===== src/rtl/life_ctrl.sv =====
// Run controller for the cell-array datapath: IDLE / SEED / RUN / PAUSE / DONE sequencing.
// All outputs registered (one-cycle latency from inputs); there is no backpressure, and the FSM acts on levels every cycle.
module life_ctrl #(
  parameter int DIV_W    = 4,
  parameter int GEN_W    = 16,
  parameter int SEED_LEN = 8,
  parameter int MAX_GEN  = 0
) (
  input  logic             clk,
  input  logic             reset_n,
  input  logic             start,
  input  logic             lfsr,
  input  logic             pause,
  input  logic             step,
  input  logic [DIV_W-1:0] div,
  output logic [2:0]       state,
  output logic             seed_en,
  output logic             gen_en,
  output logic [GEN_W-1:0] gen_count,
  output logic [1:0]       mode
);

  typedef enum logic [2:0] {
    ST_IDLE  = 3'd0,
    ST_SEED  = 3'd1,
    ST_RUN   = 3'd2,
    ST_PAUSE = 3'd3,
    ST_DONE  = 3'd4
  } state_e;

  localparam logic [1:0] MODE_IDLE  = 2'b11;
  localparam logic [1:0] MODE_RUN   = 2'b01;
  localparam logic [1:0] MODE_SEED  = 2'b10;
  localparam logic [1:0] MODE_PAUSE = 2'b00;

  localparam int SEED_W = (SEED_LEN > 1) ? $clog2(SEED_LEN) : 1;
  localparam logic [SEED_W-1:0] SEED_LAST = SEED_W'(SEED_LEN - 1);
  localparam logic [GEN_W-1:0]  MAX_GEN_V = GEN_W'(MAX_GEN);

  state_e            state_q,     state_d;
  logic [DIV_W-1:0]  tick_q,      tick_d;
  logic [DIV_W-1:0]  div_q,       div_d;
  logic [SEED_W-1:0] seed_cnt_q,  seed_cnt_d;
  logic [GEN_W-1:0]  gen_count_q, gen_count_d;
  logic              step_prev_q;
  logic              gen_en_q,    gen_en_d;
  logic              seed_en_q,   seed_en_d;
  logic [1:0]        mode_q,      mode_d;

  logic              step_edge;
  logic [GEN_W-1:0]  gen_inc;
  logic              hit_max;

  assign step_edge = step & ~step_prev_q;
  assign gen_inc   = gen_count_q + GEN_W'(1);
  // MAX_GEN of 0 means free-running: the auto-stop compare is disabled.
  assign hit_max   = (MAX_GEN != 0) && (gen_inc == MAX_GEN_V);

  always_comb begin
    state_d     = state_q;
    tick_d      = tick_q;
    div_d       = div_q;
    seed_cnt_d  = seed_cnt_q;
    gen_count_d = gen_count_q;
    gen_en_d    = 1'b0;

    case (state_q)
      ST_IDLE: begin
        if (start) begin
          state_d     = ST_RUN;
          gen_count_d = '0;
          tick_d      = '0;
          div_d       = div;
        end else if (lfsr) begin
          state_d     = ST_SEED;
          gen_count_d = '0;
          seed_cnt_d  = '0;
        end
      end

      ST_SEED: begin
        if (seed_cnt_q == SEED_LAST) begin
          if (start) begin
            state_d = ST_RUN;
            tick_d  = '0;
            div_d   = div;
          end else begin
            state_d = ST_IDLE;
          end
        end else begin
          seed_cnt_d = seed_cnt_q + SEED_W'(1);
        end
      end

      ST_RUN: begin
        if (!start) begin
          state_d = ST_IDLE;
        end else if (pause) begin
          state_d = ST_PAUSE;
        end else if (tick_q == div_q) begin
          gen_en_d    = 1'b1;
          tick_d      = '0;
          gen_count_d = gen_inc;
          if (hit_max) state_d = ST_DONE;
        end else begin
          tick_d = tick_q + DIV_W'(1);
        end
      end

      // Exits take priority, so a step edge coinciding with an exit is dropped.
      ST_PAUSE: begin
        if (!start) begin
          state_d = ST_IDLE;
        end else if (!pause) begin
          state_d = ST_RUN;
          div_d   = div;
        end else if (step_edge) begin
          gen_en_d    = 1'b1;
          gen_count_d = gen_inc;
          if (hit_max) state_d = ST_DONE;
        end
      end

      ST_DONE: begin
        if (!start) state_d = ST_IDLE;
      end

      default: begin
        state_d = ST_IDLE;
      end
    endcase

    seed_en_d = (state_d == ST_SEED);

    case (state_d)
      ST_RUN:   mode_d = MODE_RUN;
      ST_SEED:  mode_d = MODE_SEED;
      ST_PAUSE: mode_d = MODE_PAUSE;
      default:  mode_d = MODE_IDLE;
    endcase
  end

  always_ff @(posedge clk or negedge reset_n) begin
    if (!reset_n) begin
      state_q     <= ST_IDLE;
      tick_q      <= '0;
      div_q       <= '0;
      seed_cnt_q  <= '0;
      gen_count_q <= '0;
      step_prev_q <= 1'b0;
      gen_en_q    <= 1'b0;
      seed_en_q   <= 1'b0;
      mode_q      <= MODE_IDLE;
    end else begin
      state_q     <= state_d;
      tick_q      <= tick_d;
      div_q       <= div_d;
      seed_cnt_q  <= seed_cnt_d;
      gen_count_q <= gen_count_d;
      step_prev_q <= step;
      gen_en_q    <= gen_en_d;
      seed_en_q   <= seed_en_d;
      mode_q      <= mode_d;
    end
  end

  assign state     = state_q;
  assign seed_en   = seed_en_q;
  assign gen_en    = gen_en_q;
  assign gen_count = gen_count_q;
  assign mode      = mode_q;

endmodule


===== config.mk =====
export PLATFORM = sky130hd
export DESIGN_NAME = life_ctrl
export DESIGN_NICKNAME = d
export VERILOG_FILES = /design/src/rtl/life_ctrl.sv
export SDC_FILE = /design/constraint.sdc
export NUM_CORES = 1
export LEC_CHECK = 0
export CAP_MARGIN = 5
export CORE_AREA = 2 2 59 61
export CTS_BUF_LIST = sky130_fd_sc_hd__clkbuf_8
export DETAILED_ROUTE_END_ITERATION = 8
export DIE_AREA = 0 0 61 63
export PLACE_DENSITY = 0.85
export SETUP_SLACK_MARGIN = 0.1
export SLEW_MARGIN = 10
export SYNTH_ARGS = -nofsm -noshare
export SYNTH_HDL_FRONTEND = slang
export SYNTH_SLANG_ARGS = --single-unit

===== constraint.sdc =====
create_clock -name clk -period 4.1 [get_ports clk]
set_clock_uncertainty 0.2 [all_clocks]
set_input_delay 0.615 -clock clk [delete_from_list [all_inputs] [get_ports clk]]
set_output_delay 0.615 -clock clk [all_outputs]
set_load 0.01 [all_outputs]

# Yosys cells after proc, flatten, opt, wreduce, memory -nomap -nowiden
# Index checks and enable logic that the tools add are counted.
# word_totals
reg_bits	35
inputBits	10
output_inout_bits	23
elab_cells	86
# op_classes
eq_ne	21
addsub	3
n_reduce_logical	9
bitwise_logic	2
muxes	42
# ops
op	count
16-bit two-way mux	8
16-bit case mux with 3 select lines	1
4-bit two-way mux	9
3-bit two-way mux	11
4-bit case mux with 3 select lines	2
2-bit != test (second input constant)	11
16-bit by 1-bit adder with 16-bit output (second input constant)	1
3-bit case mux with 5 select lines	1
3-bit by 2-bit == test with 1-bit output (second input constant)	4
4-bit AND reduction	3
3-bit nonzero test	3
8-bit AND reduction	1
3-bit by 1-bit == test with 1-bit output (second input constant)	2
3-bit == test (second input constant)	2
1-bit two-way mux	6
2-bit case mux with 3 select lines	1
3-bit case mux with 2 select lines	1
4-bit by 1-bit adder with 4-bit output (second input constant)	1
4-bit == test	1
3-bit by 1-bit adder with 3-bit output (second input constant)	1
3-bit logical NOT	1
3-bit != test (second input constant)	1
2-bit two-way mux	1
1-bit case mux with 2 select lines	1
3 further kinds	3

# Logic depth before layout (Yosys ltp)
# Gate-level depths: netlist of the first run.
# depth
word_depth	6
depth_mapped	8
ltp_nobuf	7

# Least setup slack after synthesis of the first run
# Ideal clock, no wire load.
# synth_path
path_type	input port to flip-flop
from	input port step
to	register gen_count_q[7] (netlist: gen_count[7])
path_slack_ns	1.664
arrival_ns	2.160
n_path_buf	2
required_time_ns	3.824
stages	7
path_cell_list	and3b_1 > a31oi_1 > or4_1 > buf_2 > buf_6 > or4_1 > o21ai_1
# synth_between
elab_chain_len	3
# synth_rtl
item	line	rtl
start, declared	14	input logic step,
1-bit AND	54	assign step_edge = step & ~step_prev_q;
2-bit != test (no line)	--	
8-bit AND reduction (no line)	--	
end signal, assigned	159	gen_count_q <= gen_count_d;
end, declared	44	logic [GEN_W-1:0] gen_count_q, gen_count_d;
# Every way passes these cells.
# A chain may end at the register's enable or synchronous reset.

# Worst setup path after layout of the first run
# layout_path
from	input port step
to	register gen_count_q[12] (netlist: gen_count[12])
# Same word-level chain as after synthesis.

==> results.yml, run 1 <==
status:
  outcome: "finished clean"
sta:
  max_freq_mhz: 331
  setup_viol: 0
  hold_viol_final: 0
  layout_setup_ws_ps: 1070
  drv_slew: 0
  hold_ws_ps: 331
  rsz0062_at_grt: "false"
  worst_slew_pin_slew_ps: 645
  slew_headroom_pct: 57.0
  post-route-period-util_pct: 73.8
  fin_tns_setup_ps: 0
  period_minus_slack_ps: 3030
die:
  die_width_microns: 61
  start_util_pct: 55.5
  coreArea_sq_um: 3230
  dieArea_sq_um: 3840
  die_h_microns: 63
  io-pin-count: 33
  rows: 21
drt:
  wl_per_cell_microns: 14.5
  post-route-drc-count: 0
  antenna_left: 0
  via_per_inst: 5.95
  wl_microns: 3750
  vias: 1534
  initialDrtViolationCount: 111
  drt-pass1-iter-count: 4
yosys:
  synth-xor-area-share_pct: 1.95
  synth.area.mux_share_pct: 3.14
  synth_fa_ha_area_share_pct: 3.49
  synth_top_area_share_pct: 46.0
  synth-compound-area-share_pct: 19.2
  synth_area_sq_um: 1790
  ys_seq_elements: 35
  synth-edff-count: 0
  synth_top_family_by_area: "simple AND/OR/NAND/NOR gates"
  synthFlopType: "dfrtp_1"
  ys_seq_area_share_pct: 49.0
  syn-mean-instance-area_sq_um: 10.1
  synth_async_sr_flop_share_pct: 100
  synthCells: 178
  synth_warnings: 0
  yosysUniqueCellTypes: 45
  synthesis.nets: 193
  synthSimpleGateAreaFrac_pct: 19.7
  synth_top_cell_by_area: "dfrtp_1"
  netlist_top_cells_area: "dfrtp_1 46%, o21ai_0 4.7%, ha_1 3.5%"
cts:
  cts_made_buffers: 5
  cts.repair.resized: 0
  worstSkewPairLatency_ps: 290
  cts-root-buf: "clkbuf_8"
  post_cts_buffers: 0
  htreeDepth: 2
  cts_hold_buf: 0
  cts_buffer_depth: 2
  clk_pin_slew_worst_paths_ps: 70
  clock_sink_count: 35
  cts_tree: "yes"
finish:
  syn_to_final_growth_pct: 25.7
  final_nets: 226
  fillers: 273
  diodes: 0
  multiInputGateArea_sq_um: 851
  layout-drive-gt1-share_pct: 9.43
  seqCellArea_sq_um: 878
worst_hold_path:
  hold_depth: 1
  hp-class: "reg -> reg"
  worstHoldStart: "gen_count[8]"
worst_setup_path:
  worst_ep_arrival_time_ps: 3040
  cp_max_fo: 24
  cp_cell_sequence: "clkdlybuf4s50_1, and3b_1, a31oi_1, or4_1, or4_1, a21oi_1"
  required_ps: 4120
  critPathLaunchType: "input pin"
  slowest_stage: "or4_1"
  cp-end-kind: "register"
  critPathKind: "in -> reg"
  reg2reg_from: "state[0]"
  slowest_delay_ps: 860
  cpMostUsedCell: "or4_1"
  rr_worst_depth: 5
  cp-startpoint: "step"
grt:
  grt_pass1_wl_microns: 6640
  grt_overflow: 0
  grt_antenna_before_repair: 0
  grt_max_degree: 36
  grt_use_total_pct: 22.6
  grt_pass1_vias: 1503
placed_design:
  finalWeightedCongestion: 0.798
  io_buffer_count: 32
  dp_slack_ps: 772
  dp_hpwl_microns: 2640
job:
  drv_cap: 0
power_and_ir_drop:
  p_leak_nw: 0.938
  power.density_nw_per_um2: 459
  irDropWorstVdd_mv: 0.342
-- final timing paths --
| path | endpoint | slack, ps |
|---|---|---|
| max in group asynchronous | mode[1] | 2820 |
| setup reg to reg | gen_count[12] | 1280 |
| min in group asynchronous | gen_count[5] | 530 |
| hold reg to reg | gen_count[8] | 330 |
| setup / recovery | gen_count[12] | 1070 |
| hold / removal | gen_count[8] | 330 |
-- worst max-delay path: cells and delay by family --
| family | cells | cell delay, ps |
|---|---|---|
| buffers and inverters | 1 | 470 |
| and+or+nand+nor | 3 | 1660 |
| AOI/OAI and AO/OA | 2 | 280 |
-- cell usage in the layout (no fill, tap or decap), types with 3 or more instances in the layout --
master,instances
dfrtp_1,33
clkdlybuf4s50_1,32
o21ai_0,17
nand2_1,11
a21oi_1,9
nand3_1,9
o31ai_1,8
inv_1,6
nor2_1,6
or4_1,6
clkbuf_8,6
nand2b_1,5
mux2_2,5
ha_1,5
nor2b_1,4
xnor2_1,4
nand4_1,4
a31oi_1,3
and3_1,3
nor3_1,3
-- cells in the mapped netlist, types with 3 or more instances --
library cell,instances
xnor2_1,4
nand2_1,11
nand4_1,4
nor3_1,3
nor2b_1,4
mux2_2,5
o31ai_1,8
o21ai_0,17
and3_1,3
nor2_1,6
a31oi_1,3
a21oi_1,9
nand2b_1,5
ha_1,5
dfrtp_1,33
clkbuf_1,3
inv_1,6
nand3_1,9
or4_1,6
-- report_power, final --
part	switching (W)	internal (W)
clock	0.000119	0.000197
sequential	0.0000587	0.000403
combinational	0.000131	0.000126
total	0.000309	0.000726
-- cells by family (layout without fill, tap and decap cells) --
logic type               count (synthesis)  count (layout)
adder cells (fa/ha/maj)                  5               5
multiplexers                             5               5
XOR/XNOR                                 4               4
flip-flops                              35              35
buffers and inverters                   13              47
AND/OR/NAND/NOR                         62              62
AO/OA/AOI/OAI                           54              54
-- per-stage QoR --
stage / instance area [sq um] / total power [W] / utilization [%] / std cells
2_1_floorplan: 1790 / 0.000647 / - / 178
4_1_cts: 2250 / 0.00104 / 69.8 / 258
3_3_place_gp: 2140 / 0.000703 / 66.1 / 250
3_5_place_dp: 2140 / 0.000719 / 66.1 / 250
6_report: 2250 / 0.00104 / 69.8 / 258
5_1_grt: 2250 / 0.00109 / 69.8 / 258
-- routing by layer --
metal / GRT usage, % / share of wire, % / vias to the layer above
li1: - / - / 730
met1: 29.1 / 43 / 744
met2: 36.3 / 50 / 52
met3: 4.76 / 5.1 / 8
met4: 8.97 / 1.4 / 0
met5: 0 / 0 / -
-- area by class of cell --
type	instances	share of cell area (%)
tap	46	2.55
multi-input combinational	130	37.7
sequential	35	39.0
inverter	6	0.999
clock inverter	2	1.55
clock buffer	6	3.66
timing repair buffer	33	14.5
-- registers in the layout, indices dropped and copies added (netlist names) --
| register | count |
|---|---|
| mode | 2 |
| seed_cnt_q | 3 |
| step_prev_q | 1 |
| div_q | 4 |
| state | 3 |
| gen_en | 1 |
| seed_en | 1 |
| gen_count | 16 |
| tick_q | 4 |
No activity file was read; power rests on OpenSTA's default activity.
==> inputs of run 2 (changes only) <==
CORE_AREA = 2 2 61 63   (was 2 2 59 61)
DIE_AREA = 0 0 63 65   (was 0 0 61 63)
PLACE_DENSITY = 0.8   (was 0.85)
clock period = 3.07 ns   (was 4.1 ns; I/O delays follow)
==> results.yml, run 2 (same netlist as run 1, synthesis figures left out) <==
worst_setup_path:
  cp_cell_sequence: "clkdlybuf4s50_1, and3b_1, a31oi_1, or4_1, buf_4, or3_1, a21oi_1"
  worst_ep_arrival_time_ps: 2760
  critPathKind: "in -> reg"
  slowest_delay_ps: 760
  cp.buffers_inverters: 2
  cp-end-kind: "register"
  rr_worst_depth: 6
  critPathTopFamily: "simple AND/OR/NAND/NOR gates"
  regToRegEndpoint: "gen_count[4]"
  reg2reg_from: "state[0]"
  critPathLaunchType: "input pin"
  slowest_stage: "or4_1"
  cp_max_fo: 15
  required_ps: 3090
  r2r_setup_slack_ps: 360
cts:
  cts_buffer_depth: 2
  worstSkewPairLatency_ps: 290
  clock_sink_count: 35
  clk_pin_slew_worst_paths_ps: 70
  cts_made_buffers: 5
  cts_hold_buf: 0
  cts_tree: "yes"
  htreeDepth: 2
  post_cts_buffers: 0
  cts.repair.resized: 0
  cts-root-buf: "clkbuf_8"
status:
  outcome: "finished clean"
die:
  die_h_microns: 65
  dieArea_sq_um: 4100
  coreArea_sq_um: 3500
  die_width_microns: 63
  rows: 22
  start_util_pct: 51.3
  io-pin-count: 33
grt:
  met1_usage_pct: 24.8
  grtUsageMet2_pct: 37.0
  grt_antenna_before_repair: 0
  grt_use_total_pct: 21.2
  grt_pass1_vias: 1566
  grt_pass1_wl_microns: 6810
  grt_max_degree: 36
  grt_use_met3_pct: 3.65
  busiest_layer: "met2"
  grt_overflow: 0
sta:
  max_freq_mhz: 364
  slew_headroom_pct: 65.3
  hold_viol_final: 0
  fin_tns_setup_ps: 0
  drv_slew: 0
  worst_slew_pin_slew_ps: 518
  post-route-period-util_pct: 89.5
  hold_ws_ps: 299
  period_minus_slack_ps: 2750
  rsz0062_at_grt: "false"
  setup_viol: 0
finish:
  syn_to_final_growth_pct: 26.0
  layout_commonest_cell: "dfrtp_1"
  final_cell_area_sq_um: 2260
  final_nets: 230
  diodes: 0
  final_cell_mix: "33 x dfrtp_1, 32 x clkdlybuf4s50_1, 17 x o21ai_0"
  largest_reg_flops: 16
  layout-drive-gt1-share_pct: 10.6
power_and_ir_drop:
  irDropWorstVdd_mv: 0.401
  power.density_nw_per_um2: 581
  p_leak_nw: 0.948
drt:
  drt-pass1-iter-count: 4
  initialDrtViolationCount: 117
  via_per_inst: 5.76
  wl_microns: 3960
  vias: 1520
  post-route-drc-count: 0
  antenna_left: 0
  wl_per_cell_microns: 15.0
placed_design:
  dp_hpwl_microns: 2830
  io_buffer_count: 32
  finalWeightedCongestion: 0.854
  place_area_sq_um: 2170
job:
  drv_cap: 0
worst_hold_path:
  hold_end: "gen_count[8]"
  hold_depth: 1
  worstHoldStart: "gen_count[8]"
  hp-class: "reg -> reg"
## run 2: per-stage QoR
step	util [%]	setup WS, ps	power (W)	instances
floorplan	-	775	0.000863	178
global placement	62.1	138	0.000957	256
detailed placement	62.1	16.8	0.000981	256
CTS	64.7	319	0.00133	264
global route	64.7	221	0.00139	264
finish	64.7	324	0.00131	264
## run 2: area by class of cell
cell class	count	area [sq um]
clock buffers	6	82.6
clock inverters	2	8.76
fillers	302	1230
inverters	6	22.5
multi-input cells	130	851
flip-flops and latches	35	878
well taps	48	60.1
repair buffers	37	358
## run 2: worst register-to-register path, delay by kind of cell (launching register included)
family	cells	cell delay, ps
flip-flops	1	560
AO/OA/AOI/OAI	2	290
AND/OR/NAND/NOR	3	1360
buffers and inverters	1	240
## run 2: power by group
| group | total, W | switching (W) | leakage, nW | internal, W |
|---|---|---|---|---|
| registers | 0.000617 | 0.0000781 | 0.461 | 0.000538 |
| clock network | 0.000339 | 0.000162 | 0.0524 | 0.000177 |
| logic | 0.000359 | 0.000180 | 0.435 | 0.000179 |
## run 2: how the worst max path moves through the flow
stage             start             to  slack (ps)  cells past startpoint
3_5_place_dp       step   gen_count[4]          20                      7
4_1_cts            step   gen_count[4]         320                      7
3_3_place_gp       step  gen_count[15]         140                      6
6_report           step   gen_count[4]         320                      7
5_1_grt            step  gen_count[14]         220                      6
2_1_floorplan  state[0]   gen_count[7]         780                      8
## run 2: metal layers
layer  share of wire (%)  routed length [microns]
met5                   0                        0
met4                 1.5                       59
met3                 5.3                      209
met2                  49                     1960
met1                  44                     1730
==> inputs of run 3 (changes only) <==
SKIP_LAST_GASP = 1   (was not set)
==> results of run 3 <==
Same layout as run 2: the final DEF is identical, and so are final timing and power.
